$ cat src/rtl/sa_scan_ctrl.sv
// Scan-chain BIST controller: LFSR stimulus into a scan chain, capture pulses, MISR compaction of scan-out.
// Optional macro SA_SCAN_CTRL_SIG_CMP_EN adds a golden-signature input and a registered pass flag.
module sa_scan_ctrl #(
  parameter int          CHAIN_LEN    = 16,
  parameter int          NUM_PATTERNS = 8,
  parameter logic [15:0] SEED         = 16'hACE1
) (
  input  logic        CP,
  input  logic        CDN,
  input  logic        start,
  input  logic        scan_so,
`ifdef SA_SCAN_CTRL_SIG_CMP_EN
  input  logic [15:0] golden,
  output logic        pass,
`endif
  output logic        scan_se,
  output logic        scan_si,
  output logic        busy,
  output logic        done,
  output logic [15:0] signature,
  output logic [15:0] pat_cnt
);

  localparam int               CNT_W    = $clog2(CHAIN_LEN + 1);
  localparam logic [15:0]      SEED_EFF = (SEED == 16'h0000) ? 16'hACE1 : SEED;
  localparam logic [CNT_W-1:0] TC       = CNT_W'(CHAIN_LEN - 1);
  localparam logic [16:0]      NP       = 17'(NUM_PATTERNS);

  typedef enum logic [2:0] {IDLE, SHIFT, CAPTURE, FLUSH, DONE} state_t;

  state_t           state;
  logic [CNT_W-1:0] bit_cnt;
  logic [15:0]      lfsr;
  logic [15:0]      lfsr_nxt;
  logic [15:0]      misr_nxt;

  function automatic logic [15:0] lfsr_step(input logic [15:0] l);
    return {l[14:0], l[15] ^ l[13] ^ l[12] ^ l[10]};
  endfunction

  function automatic logic [15:0] misr_step(input logic [15:0] m, input logic so);
    return {m[14:0], m[15] ^ m[13] ^ m[12] ^ m[10] ^ so};
  endfunction

  assign lfsr_nxt = lfsr_step(lfsr);
  assign misr_nxt = misr_step(signature, scan_so);

  // The signature register is the MISR itself; it is cleared at start and frozen outside SHIFT/FLUSH.
  always_ff @(posedge CP or negedge CDN) begin
    if (!CDN) begin
      state     <= IDLE;
      bit_cnt   <= '0;
      lfsr      <= SEED_EFF;
      scan_se   <= 1'b0;
      scan_si   <= 1'b0;
      busy      <= 1'b0;
      done      <= 1'b0;
      signature <= 16'h0000;
      pat_cnt   <= 16'h0000;
`ifdef SA_SCAN_CTRL_SIG_CMP_EN
      pass      <= 1'b0;
`endif
    end else begin
      done <= 1'b0;
      case (state)
        IDLE: begin
          if (start) begin
            state     <= SHIFT;
            bit_cnt   <= '0;
            pat_cnt   <= 16'h0000;
            signature <= 16'h0000;
            lfsr      <= SEED_EFF;
            scan_se   <= 1'b1;
            scan_si   <= SEED_EFF[15];
            busy      <= 1'b1;
`ifdef SA_SCAN_CTRL_SIG_CMP_EN
            pass      <= 1'b0;
`endif
          end
        end
        SHIFT: begin
          // Unload of the previous capture overlaps this load; the first load unloads nothing useful.
          lfsr <= lfsr_nxt;
          if (pat_cnt != 16'h0000) signature <= misr_nxt;
          if (bit_cnt == TC) begin
            bit_cnt <= '0;
            state   <= CAPTURE;
            scan_se <= 1'b0;
            scan_si <= 1'b0;
          end else begin
            bit_cnt <= bit_cnt + CNT_W'(1);
            scan_si <= lfsr_nxt[15];
          end
        end
        CAPTURE: begin
          pat_cnt <= (pat_cnt == 16'hFFFF) ? pat_cnt : pat_cnt + 16'd1;
          scan_se <= 1'b1;
          if (({1'b0, pat_cnt} + 17'd1) < NP) begin
            state   <= SHIFT;
            scan_si <= lfsr[15];
          end else begin
            state   <= FLUSH;
            scan_si <= 1'b0;
          end
        end
        FLUSH: begin
          signature <= misr_nxt;
          if (bit_cnt == TC) begin
            bit_cnt <= '0;
            state   <= DONE;
            scan_se <= 1'b0;
            busy    <= 1'b0;
            done    <= 1'b1;
`ifdef SA_SCAN_CTRL_SIG_CMP_EN
            pass    <= (misr_nxt == golden);
`endif
          end else begin
            bit_cnt <= bit_cnt + CNT_W'(1);
          end
        end
        DONE:    state <= IDLE;
        default: state <= IDLE;
      endcase
    end
  end

endmodule

$ cat config.mk
export PLATFORM = sky130hd
export DESIGN_NAME = sa_scan_ctrl
export DESIGN_NICKNAME = d
export VERILOG_FILES = /design/src/rtl/sa_scan_ctrl.sv
export SDC_FILE = /design/constraint.sdc
export NUM_CORES = 1
export LEC_CHECK = 0
export ABC_AREA = 1
export BUFFER_PORTS_ARGS = -buffer_cell sky130_fd_sc_hd__buf_2
export CORE_MARGIN = 3
export CORE_UTILIZATION = 56
export DETAILED_ROUTE_END_ITERATION = 10
export PLACE_DENSITY = 0.78
export SYNTH_ARGS = -nofsm -noshare
export SYNTH_HDL_FRONTEND = slang
export SYNTH_SLANG_ARGS = --single-unit
export TNS_END_PERCENT = 50
$ cat constraint.sdc
create_clock -name CP -period 1.73 [get_ports CP]
set_input_delay 0.173 -clock CP [delete_from_list [all_inputs] [get_ports CP]]
set_output_delay 0.173 -clock CP [all_outputs]
set_load 0.05 [all_outputs]
==> impl_results.md, run 1 <==
* First-pass GRT wire length at 11,100 um
* Clock root buffer: clkbuf_8
* Reg clk slew, reported paths at 0.07 ns
* Detail Placement HPWL at around 4600 um
* Final slew viol count at 0
* CP arrival at 2.01 ns
* Port Buf Inserts at 39
* Post-DP Area at 3337 um^2
* Final Cell Area at roughly 3900 um^2
* Failing checks: negative setup slack
* DR WL/cell at 15.07 um
* Gpl congestion at 0.9096
* Nets at 413
* WHS at 0.1853 ns
* Syn_area_per_cell at 8.698 um^2
* Residual DRC at 0
* Clk_lat worst skew at 0.34 ns
* Total number of vias at ~2.7k
* DR vias/cell at 5.556
* H-tree Lvls at 3
* Die height at roughly 80 um
* Share of layout cells above drive strength 1 at 34.55%
* Required @ worst endpoint at 1.95 ns
* Register bit total from synthesis at 60
* Fin crit share at 103.4%
* Starting DRT DRC Count at 153
* Post-Syn Nets at 341
* RSZ-0062 raised after global routing: true
* Synth Flop Type: dfrtp_1
* Run status: complete, but fails checks
* I/O Pins at 40
* Vias in the first global route at between 2k and 2.5k
* Antenna cell count at 0
* ANT nets after route at 0
* Detailed Routing Iterations Pass 1 at 5
* R2R cell count at 9
* CORE AREA at 4880 um^2
* Worst slew pin tran at 0.3537 ns
* TritonCTS buffer count at 9
* CTS Sinks at 60
* R2r setup slk at -0.06 ns
* Fmax at 0.5588 GHz
* Initial Utilization at 59.54%
* Post-synth EDFFs at 0
* Register area share after synthesis at 52.02%
* Grt ovf at 0
* Clock Tree Buf Depth at 2
* FF-to-FF End: signature[1]$_DFFE_PN0P_
* Synth Warn # at 0
* Worst r2r src: pat_cnt[1]$_DFFE_PN0P_
* Final worst slack at -0.05954 ns
* Hold path depth at 5
* GRT Util Overall at between 20% and 30%
* Setup crit end: signature[1]$_DFFE_PN0P_
* CP Max Fanout at 8
* Mapped cell area at 2905 um^2
* CP Class: flip-flop to flip-flop
* Max-slew headroom at 76.29%
* Largest net degree at the start of global routing at 61
* Crit path time final at 1.790 ns
* Post-layout util at 79.23%
* Setup Viol. Count Final at 15
* Crit. End Element: flip-flop
* Die area at ~6000 um^2
* Asr flop ratio synth at 100.0%
* Initial antenna violation count at 0
* Clock Skews at 0.007322 ns
* Yosys cell types at 30
* Critical path startpoint: pat_cnt[1]$_DFFE_PN0P_
* CTS tree: built
* Width of the die at roughly 78 um
* Synth-to-Final Area Change at 33.08%
* Hold Crit Class: input pin to flip-flop
* Row Count at 25
* Max cap viols at 0
* Cells after synthesis at 334
* Wirelength, routed at 7203 um
* Critical Path Start Type: flip-flop
* Final Hold Fails at 0
==> kinds of logic after synthesis <==
kind of cell | count (synthesis) | synth area share (%)
DFF | 60 | 52.02
AOI/OAI and AO/OA | 61 | 13.52
buffers and inverters | 71 | 9.862
adders and majority gates | 3 | 1.292
xor gates and xnor gates | 11 | 3.316
and+or+nand+nor | 128 | 19.98
==> cell usage after synthesis, types with 2 or more instances <==
cell     number  area share [%]
xor2_1        5             1.5
o21ai_0      13             2.2
nor3_1        5            0.86
nand3_1      18             3.1
nor2_2        3            0.65
dfrtp_1      52              45
ha_1          3             1.3
buf_4         3            0.78
inv_1        62             8.0
nor2_1       22             2.8
dfstp_2       8             7.2
nand2_2       4            0.86
inv_2         4            0.52
nor2_4        2            0.78
o22ai_1      36             7.8
nand4_1       8             1.7
xnor2_1       6             1.8
nand2_1      63             8.1
a22oi_1       6             1.6
==> flip-flops by register name, indices dropped and copies added (netlist names) <==
register,flops
lfsr,16
pat_cnt,16
signature,16
bit_cnt,5
state,3
busy,1
done,1
scan_se,1
scan_si,1
==> final cells by class <==
| cell class | instances | area (um^2) |
|---|---|---|
| Clock buffer | 14 | 162.7 |
| Inverter | 66 | 250.2 |
| Tap cell | 67 | 83.83 |
| Sequential cell | 60 | 1521 |
| Timing Repair Buffer | 66 | 476.7 |
| Fill cell | 323 | 1013 |
| Multi-Input combinational cell | 203 | 1336 |
| Clock inverter | 2 | 35.03 |
==> repair_timing <==
item	4_1_cts	5_1_grt
endpoints found under the hold margin	52	0
setup endpoints to repair	1	27
resized for setup	2	39
pin swaps	4	15
buffers inserted	4	6
gates cloned	0	2
hold buffers	1	0
==> worst min path at each step <==
stage / start / end / slack [ns]
after floorplan: CDN / bit_cnt[0]$_DFFE_PN0P_ / -0.12
after global placement: CDN / pat_cnt[3]$_DFFE_PN0P_ / 0.20
after detailed placement: CDN / pat_cnt[0]$_DFFE_PN0P_ / 0.20
after CTS: start / scan_se$_DFFE_PN0P_ / 0.17
after global routing: start / scan_se$_DFFE_PN0P_ / 0.22
final: start / scan_se$_DFFE_PN0P_ / 0.19
==> critical path, stage by stage, from the launching register on <==
cell and delay [ns]:
dfrtp_2 0.44, buf_6 0.13, inv_4 0.05, ha_4 0.11, nand4_1 0.11, nor4_4 0.28
nand3_1 0.14, nand2_2 0.15, clkbuf_16 0.19, o22ai_1 0.08
==> routing by layer <==
layer | share of wire, % | vias up | wire, um | global-route usage, %
li1 | - | 1247 | - | -
met1 | 42 | 1299 | 3033 | 30.05
met2 | 50 | 98 | 3604 | 36.30
met3 | 6.6 | 12 | 473 | 8.716
met4 | 1.3 | 0 | 92 | 8.217
met5 | 0 | - | 0 | 0
==> cells in the final DEF, fill, tap and decap left out, drive strengths merged, types with 8 or more instances in the layout <==
cell type  netlist  final
nand2           68     68
nor2            27     27
o21ai           15     15
nand3           18     18
buf              5     63
dfstp            8      8
inv             66     66
nand4            8      8
o22ai           36     36
dfrtp           52     52
clkbuf           0     16
==> per-stage QoR <==
step / setup TNS [ns] / worst slack, ns / std cells
2_1_floorplan: -0.08066 / -0.007426 / 334
3_3_place_gp: 0 / 0.02145 / 449
3_5_place_dp: -0.02087 / -0.02087 / 449
4_1_cts: -0.0002216 / -0.0002216 / 470
5_1_grt: -2.639 / -0.1629 / 478
6_report: -0.4613 / -0.05954 / 478
Power of run 1 is not shown: default switching activity piles up to over one toggle a cycle in this logic, so the estimate is an artifact.
==> run 2: changes to the inputs <==
--- a/config.mk
+++ b/config.mk
@@ -11,6 +11,7 @@
 export CORE_UTILIZATION = 56
 export DETAILED_ROUTE_END_ITERATION = 10
 export PLACE_DENSITY = 0.78
+export REMOVE_ABC_BUFFERS = 1
 export SYNTH_ARGS = -nofsm -noshare
 export SYNTH_HDL_FRONTEND = slang
 export SYNTH_SLANG_ARGS = --single-unit
==> run 2 against run 1 <==
Net effect:
- the flow still finishes with violations (negative setup slack)
- critical endpoint is now signature[2]$_DFFE_PN0P_
- utilization fell by 2.8 points
- setup slack got worse by 0.037 ns
- non-clock buffer count fell by 3
- global-route usage rose by 0.45 points
- clock skew rose by 0.0043 ns
- critical path depth did not move
- first-iteration DRC count rose by 41%
- largest cell class unchanged
- die area did not move
==> impl_results.md, run 2 (synthesis gave the netlist of run 1 again) <==
* Initial antenna violation count at 0 (unchanged)
* Run status: complete, but fails checks
* Detail Placement HPWL at 4560 um (-1.6%)
* DR WL/cell at 15.45 um (+2.5%)
* First-pass GRT wire length at 11,360 um (+2.4%)
* Antenna cell count at 0 (unchanged)
* Required @ worst endpoint at 1.95 ns (about the same)
* Clock Skews at 0.01166 ns (+0.004342 ns)
* H-tree Lvls at 3 (unchanged)
* Critical Path Start Type: flip-flop
* Commonest cells after routing, fill and taps aside: nand2_1 (60), inv_1 (59), dfrtp_1 (48), buf_2 (39), o22ai_1 (26)
* Die height at 78.03 um (unchanged)
* Final Hold Fails at 0 (unchanged)
* Nets at 410 (-0.73%)
* Met3 wire len at 536 um (+13%)
* Fmax at 0.5473 GHz (-2.1%)
* Hold path depth at 3 (-2)
* GRT Util Overall at 23.79% (+0.45 points)
* Fin cells at 475 (-0.63%)
* Die area at 6088 um^2 (unchanged)
* Placed insts at 453 (+0.89%)
* Biggest regs: lfsr x16, pat_cnt x16, signature x16
* Crit. End Element: flip-flop
* Share of layout cells above drive strength 1 at 33.09% (-1.5 points)
* Final Cell Area at 3730 um^2 (-3.5%)
* DR vias/cell at 5.661 (+1.9%)
* Clock root buffer: clkbuf_8
* I/O Pins at 40 (unchanged)
* Width of the die at 78.03 um (unchanged)
* Row Count at 25 (unchanged)
* Fin crit share at 105.6% (+2.2 points)
* Worst slew pin tran at 0.5105 ns (+0.1568 ns)
* Crit path time final at 1.827 ns (+0.03746 ns)
* Top Metal Used: met4
* Max-slew headroom at 65.96% (-10 points)
* Synth-to-Final Area Change at 28.38%
* Final worst slack at -0.09700 ns (-0.03746 ns)
* Gpl congestion at 0.8873 (-2.5%)
* Failing checks: negative setup slack
* Grt ovf at 0 (unchanged)
* Port Buf Inserts at 39 (unchanged)
* Most common cell after layout, fill and taps aside: nand2_1
* FILL cells at 339 (+5.0%)
* CTS tree: built
* R2R cell count at 9 (unchanged)
* TritonCTS buffer count at 9 (unchanged)
* Hold Crit Class: input pin to flip-flop
* Post-DP Area at 3318 um^2 (-0.56%)
* CP Class: flip-flop to flip-flop
* CORE AREA at 4880 um^2 (unchanged)
* CTS Sinks at 60 (unchanged)
* Final slew viol count at 0 (unchanged)
* RSZ-0062 raised after global routing: true
* Initial Utilization at 59.54% (unchanged)
* Clock Tree Buf Depth at 2 (unchanged)
* Wirelength, routed at 7340 um (+1.9%)
* Vias in the first global route at 2,474 (+2.4%)
* Starting DRT DRC Count at 215 (+41%)
* Detailed Routing Iterations Pass 1 at 7 (+2)
* Clk_lat worst skew at 0.34 ns (about the same)
* Residual DRC at 0 (unchanged)
* Reg clk slew, reported paths at 0.07 ns (about the same)
* Max cap viols at 0 (unchanged)
* Largest net degree at the start of global routing at 40 (-34%)
* Total number of vias at 2,689 (+1.2%)
* Met1 WL at 2952 um (-2.7%)
* CP Max Fanout at 8 (unchanged)
* Multi-input logic area at 1280 um^2 (-4.2%)
* Register area at 1516 um^2 (-0.33%)
* Setup Viol. Count Final at 17 (+2)
* WL met2 at 3664 um (+1.7%)
* ANT nets after route at 0 (unchanged)
* CP arrival at 2.05 ns (+0.04 ns)
-- run 2: cell count changes in the layout (fill, tap and decap cells not counted), moves of 2 or more --
cell      previous run  this run
dfrtp_1             44        48
dfrtp_2              8         4
o22ai_4              5         1
nor2_2               4         7
o22ai_2              6         9
buf_4               20        18
clkbuf_8            11         9
clkinv_2             1         3
nor2_1              17        15
-- run 2: repair_timing --
| item | in CTS | in global routing |
|---|---|---|
| setup endpoints to repair | 6 | 36 |
| pin swaps | 1 | 5 |
| hold endpoints to repair | 21 | 0 |
| resized for setup | 13 | 31 |
| setup buffers | 3 | 1 |
| gates cloned | 0 | 1 |
| hold buffers | 1 | 0 |
-- run 2: through the flow --
stage	hold slack, ns	setup slack (ns)	setup TNS (ns)	utilization [%]
floorplan	-0.1226	-0.2959	-5.832	-
global placement	0.1629	0.007417	0	68.00
detailed placement	0.1657	-0.09257	-0.09920	68.00
CTS	0.1527	-0.05368	-0.07253	73.46
global route	0.1991	-0.2164	-3.392	76.44
finish	0.1758	-0.09700	-1.293	76.44
-- run 2: cell type report --
cell class                 count  area share [%]
clock buffer                  11           3.522
clock inverter                 5          0.8386
inverter                      66           6.709
multi-input combinational    203           34.32
sequential                    60           40.66
tap                           67           2.248
timing repair buffer          63           11.71
-- run 2: final timing paths --
check	start	to	slack (ns)
max in group asynchronous	CDN	lfsr[13]$_DFFE_PN1P_	0.75
hold reg to reg	lfsr[11]$_DFFE_PN1P_	lfsr[11]$_DFFE_PN1P_	0.49
min in group asynchronous	CDN	signature[2]$_DFFE_PN0P_	0.34
setup reg to reg	pat_cnt[1]$_DFFE_PN0P_	signature[2]$_DFFE_PN0P_	-0.1
hold / removal	start	busy$_DFFE_PN0P_	0.18
setup / recovery	pat_cnt[1]$_DFFE_PN0P_	signature[2]$_DFFE_PN0P_	-0.1
-- run 2: metal layers --
layer / track usage [%] / vias up
met2: 37.84 / 134
met1: 30.67 / 1287
met5: 0 / -
met4: 11.19 / 0
li1: - / 1244
met3: 5.849 / 24
-- run 2: worst max-delay path, stage by stage (launching register included) --
cell and delay [ns]:
dfrtp_2 0.45, buf_6 0.13, inv_1 0.06, ha_2 0.17, nand4_1 0.17, nor4_4 0.21
nand3_1 0.13, nand2_2 0.13, clkbuf_16 0.17, o22ai_4 0.07
Power of run 2 is left out for the same reason.
==> run 3: changes to the inputs <==
--- a/config.mk
+++ b/config.mk
@@ -12,6 +12,7 @@
 export DETAILED_ROUTE_END_ITERATION = 10
 export PLACE_DENSITY = 0.78
 export REMOVE_ABC_BUFFERS = 1
+export SKIP_CTS_REPAIR_TIMING = 1
 export SYNTH_ARGS = -nofsm -noshare
 export SYNTH_HDL_FRONTEND = slang
 export SYNTH_SLANG_ARGS = --single-unit
==> constraint.sdc (replaced) <==
create_clock -name CP -period 1.9 [get_ports CP]
set_input_delay 0.19 -clock CP [delete_from_list [all_inputs] [get_ports CP]]
set_output_delay 0.19 -clock CP [all_outputs]
set_load 0.05 [all_outputs]
==> run 3 against run 2 <==
Net effect:
- utilization is 5.3 points lower
- die area stayed put
- register-to-register slack better by 0.18 ns
- the run now ends clean
- largest cell class unchanged
==> impl_results.md, run 3 (synthesis gave the netlist of run 1 again) <==
* Clock root buffer: clkbuf_8
* Commonest cells after routing, fill and taps aside: nand2_1 (63), inv_1 (62), dfrtp_1 (52), buf_2 (39), o22ai_1 (36)
* Grt ovf at 0 (unchanged)
* CP Max Fanout at 6 (-2)
* Multi-input logic area at 1127 um^2 (-12%)
* Die area at 6088 um^2 (unchanged)
* Row Count at 25 (unchanged)
* Clock Skews at 0.005545 ns (-0.006119 ns)
* Starting DRT DRC Count at 206 (-4.2%)
* Port Buf Inserts at 39 (unchanged)
* Total number of vias at 2,458 (-8.6%)
* ANT nets after route at 0 (unchanged)
* Initial Utilization at 59.54% (unchanged)
* Nets at 398 (-2.9%)
* Reg clk slew, reported paths at 0.06 ns (about the same)
* Initial antenna violation count at 0 (unchanged)
* Max cap viols at 0 (unchanged)
* Setup Viol. Count Final at 0 (-17)
* CP Class: flip-flop to flip-flop
* CTS Sinks at 60 (unchanged)
* FILL cells at 391 (+15%)
* Final slew viol count at 0 (unchanged)
* Post-DP Area at 3233 um^2 (-2.6%)
* Detail Placement HPWL at 4432 um (-2.8%)
* Final Cell Area at 3473 um^2 (-6.9%)
* Largest net degree at the start of global routing at 61 (+53%)
* Residual DRC at 0 (unchanged)
* Die height at 78.03 um (unchanged)
* First-pass GRT wire length at 10,730 um (-5.5%)
* Clk_lat worst skew at 0.34 ns (about the same)
* Fmax at 0.5504 GHz (+0.56%)
* RSZ-0062 raised after global routing: true
* H-tree Lvls at 3 (unchanged)
* Most common cell after layout, fill and taps aside: nand2_1
* Register area at 1511 um^2 (-0.33%)
* Antenna cell count at 0 (unchanged)
* CP arrival at 2.04 ns (about the same)
* Run status: completed
* Required @ worst endpoint at 2.13 ns (+0.18 ns)
* Crit path time final at 1.817 ns (-0.01010 ns)
* Gpl congestion at 0.8873 (unchanged)
* Max-slew headroom at 70.65% (+4.7 points)
* CORE AREA at 4880 um^2 (unchanged)
* GRT Util Overall at 22.37% (-1.4 points)
* Wirelength, routed at 6361 um (-13%)
* Final Hold Fails at 0 (unchanged)
* CTS tree: built
* DR WL/cell at 13.74 um (-11%)
* DR vias/cell at 5.309 (-6.2%)
* I/O Pins at 40 (unchanged)
* Fin crit share at 95.63% (-10 points)
* Hold Crit Class: input pin to flip-flop
* Share of layout cells above drive strength 1 at 23.48% (-9.6 points)
* Synth-to-Final Area Change at 19.55%
* Worst slew pin tran at 0.4403 ns (-0.07021 ns)
* Clock Tree Buf Depth at 2 (unchanged)
* Vias in the first global route at 2,374 (-4.0%)
* Critical Path Start Type: flip-flop
* TritonCTS buffer count at 9 (unchanged)
* Crit. End Element: flip-flop
* Width of the die at 78.03 um (unchanged)
* Detailed Routing Iterations Pass 1 at 4 (-3)
* Biggest regs: lfsr x16, pat_cnt x16, signature x16
==> run 3: cell types whose count changed in the layout (fill, tap and decap cells not counted), sizes merged <==
cell / previous run / this run
buf: 61 / 50
bufinv: 0 / 1
clkinv: 4 / 2
==> run 3: through the flow <==
stage / instances / setup slack, ns / setup TNS (ns) / util (%) / hold slack, ns
finish: 463 / 0.08310 / 0 / 71.18 / 0.2275
global route: 463 / -0.06689 / -0.1221 / 71.18 / 0.2531
CTS: 461 / 0.05265 / 0 / 70.41 / -0.1377
detailed placement: 445 / 0.08438 / 0 / 66.26 / 0.2210
global placement: 445 / 0.1709 / 0 / 66.26 / 0.2186
floorplan: 329 / -0.1259 / -0.5290 / - / -0.1056
==> run 3: routing by layer <==
| layer | wire [um] | share of wire (%) | GRT usage (%) |
|---|---|---|---|
| met4 | 87 | 1.4 | 10.14 |
| met3 | 454 | 7.1 | 5.505 |
| met5 | 0 | 0 | 0 |
| met1 | 2866 | 45 | 29.82 |
| met2 | 2952 | 46 | 34.67 |
==> run 3: area by class of cell <==
cell class                 count  share of cell area, %
clock buffer                  12                  4.467
timing repair buffer          51                  8.646
multi-input combinational    203                  32.46
inverter                      66                  7.133
clock inverter                 4                  1.369
sequential                    60                  43.52
tap                           67                  2.414
==> run 3: final timing paths <==
kind                                        startpoint                        to  slack, ns  cells past startpoint
worst max-delay path            pat_cnt[0]$_DFFE_PN0P_      state[1]$_DFFE_PN0P_       0.08                     12
worst min-delay path                             start       scan_se$_DFFE_PN0P_       0.23                      5
worst max register to register  pat_cnt[0]$_DFFE_PN0P_      state[1]$_DFFE_PN0P_       0.08                     12
worst min register to register     lfsr[5]$_DFFE_PN1P_       lfsr[5]$_DFFE_PN1P_       0.49                      2
max in group asynchronous                          CDN      lfsr[11]$_DFFE_PN1P_       1.21                      3
min in group asynchronous                          CDN  signature[7]$_DFFE_PN0P_       0.39                      3
==> run 3: worst max-delay path, stage by stage (launching register included) <==
cell and delay (ns):
dfrtp_1 0.43, ha_2 0.24, nand2_1 0.10, nor2_4 0.17, nand3_1 0.10, nand2_1 0.10, nand2_1 0.06, nor3_1 0.16
nand3_1 0.13, nand2_1 0.08, nand2_1 0.04, nand2_1 0.05, nand2_1 0.05
Power of run 3 is left out for the same reason.
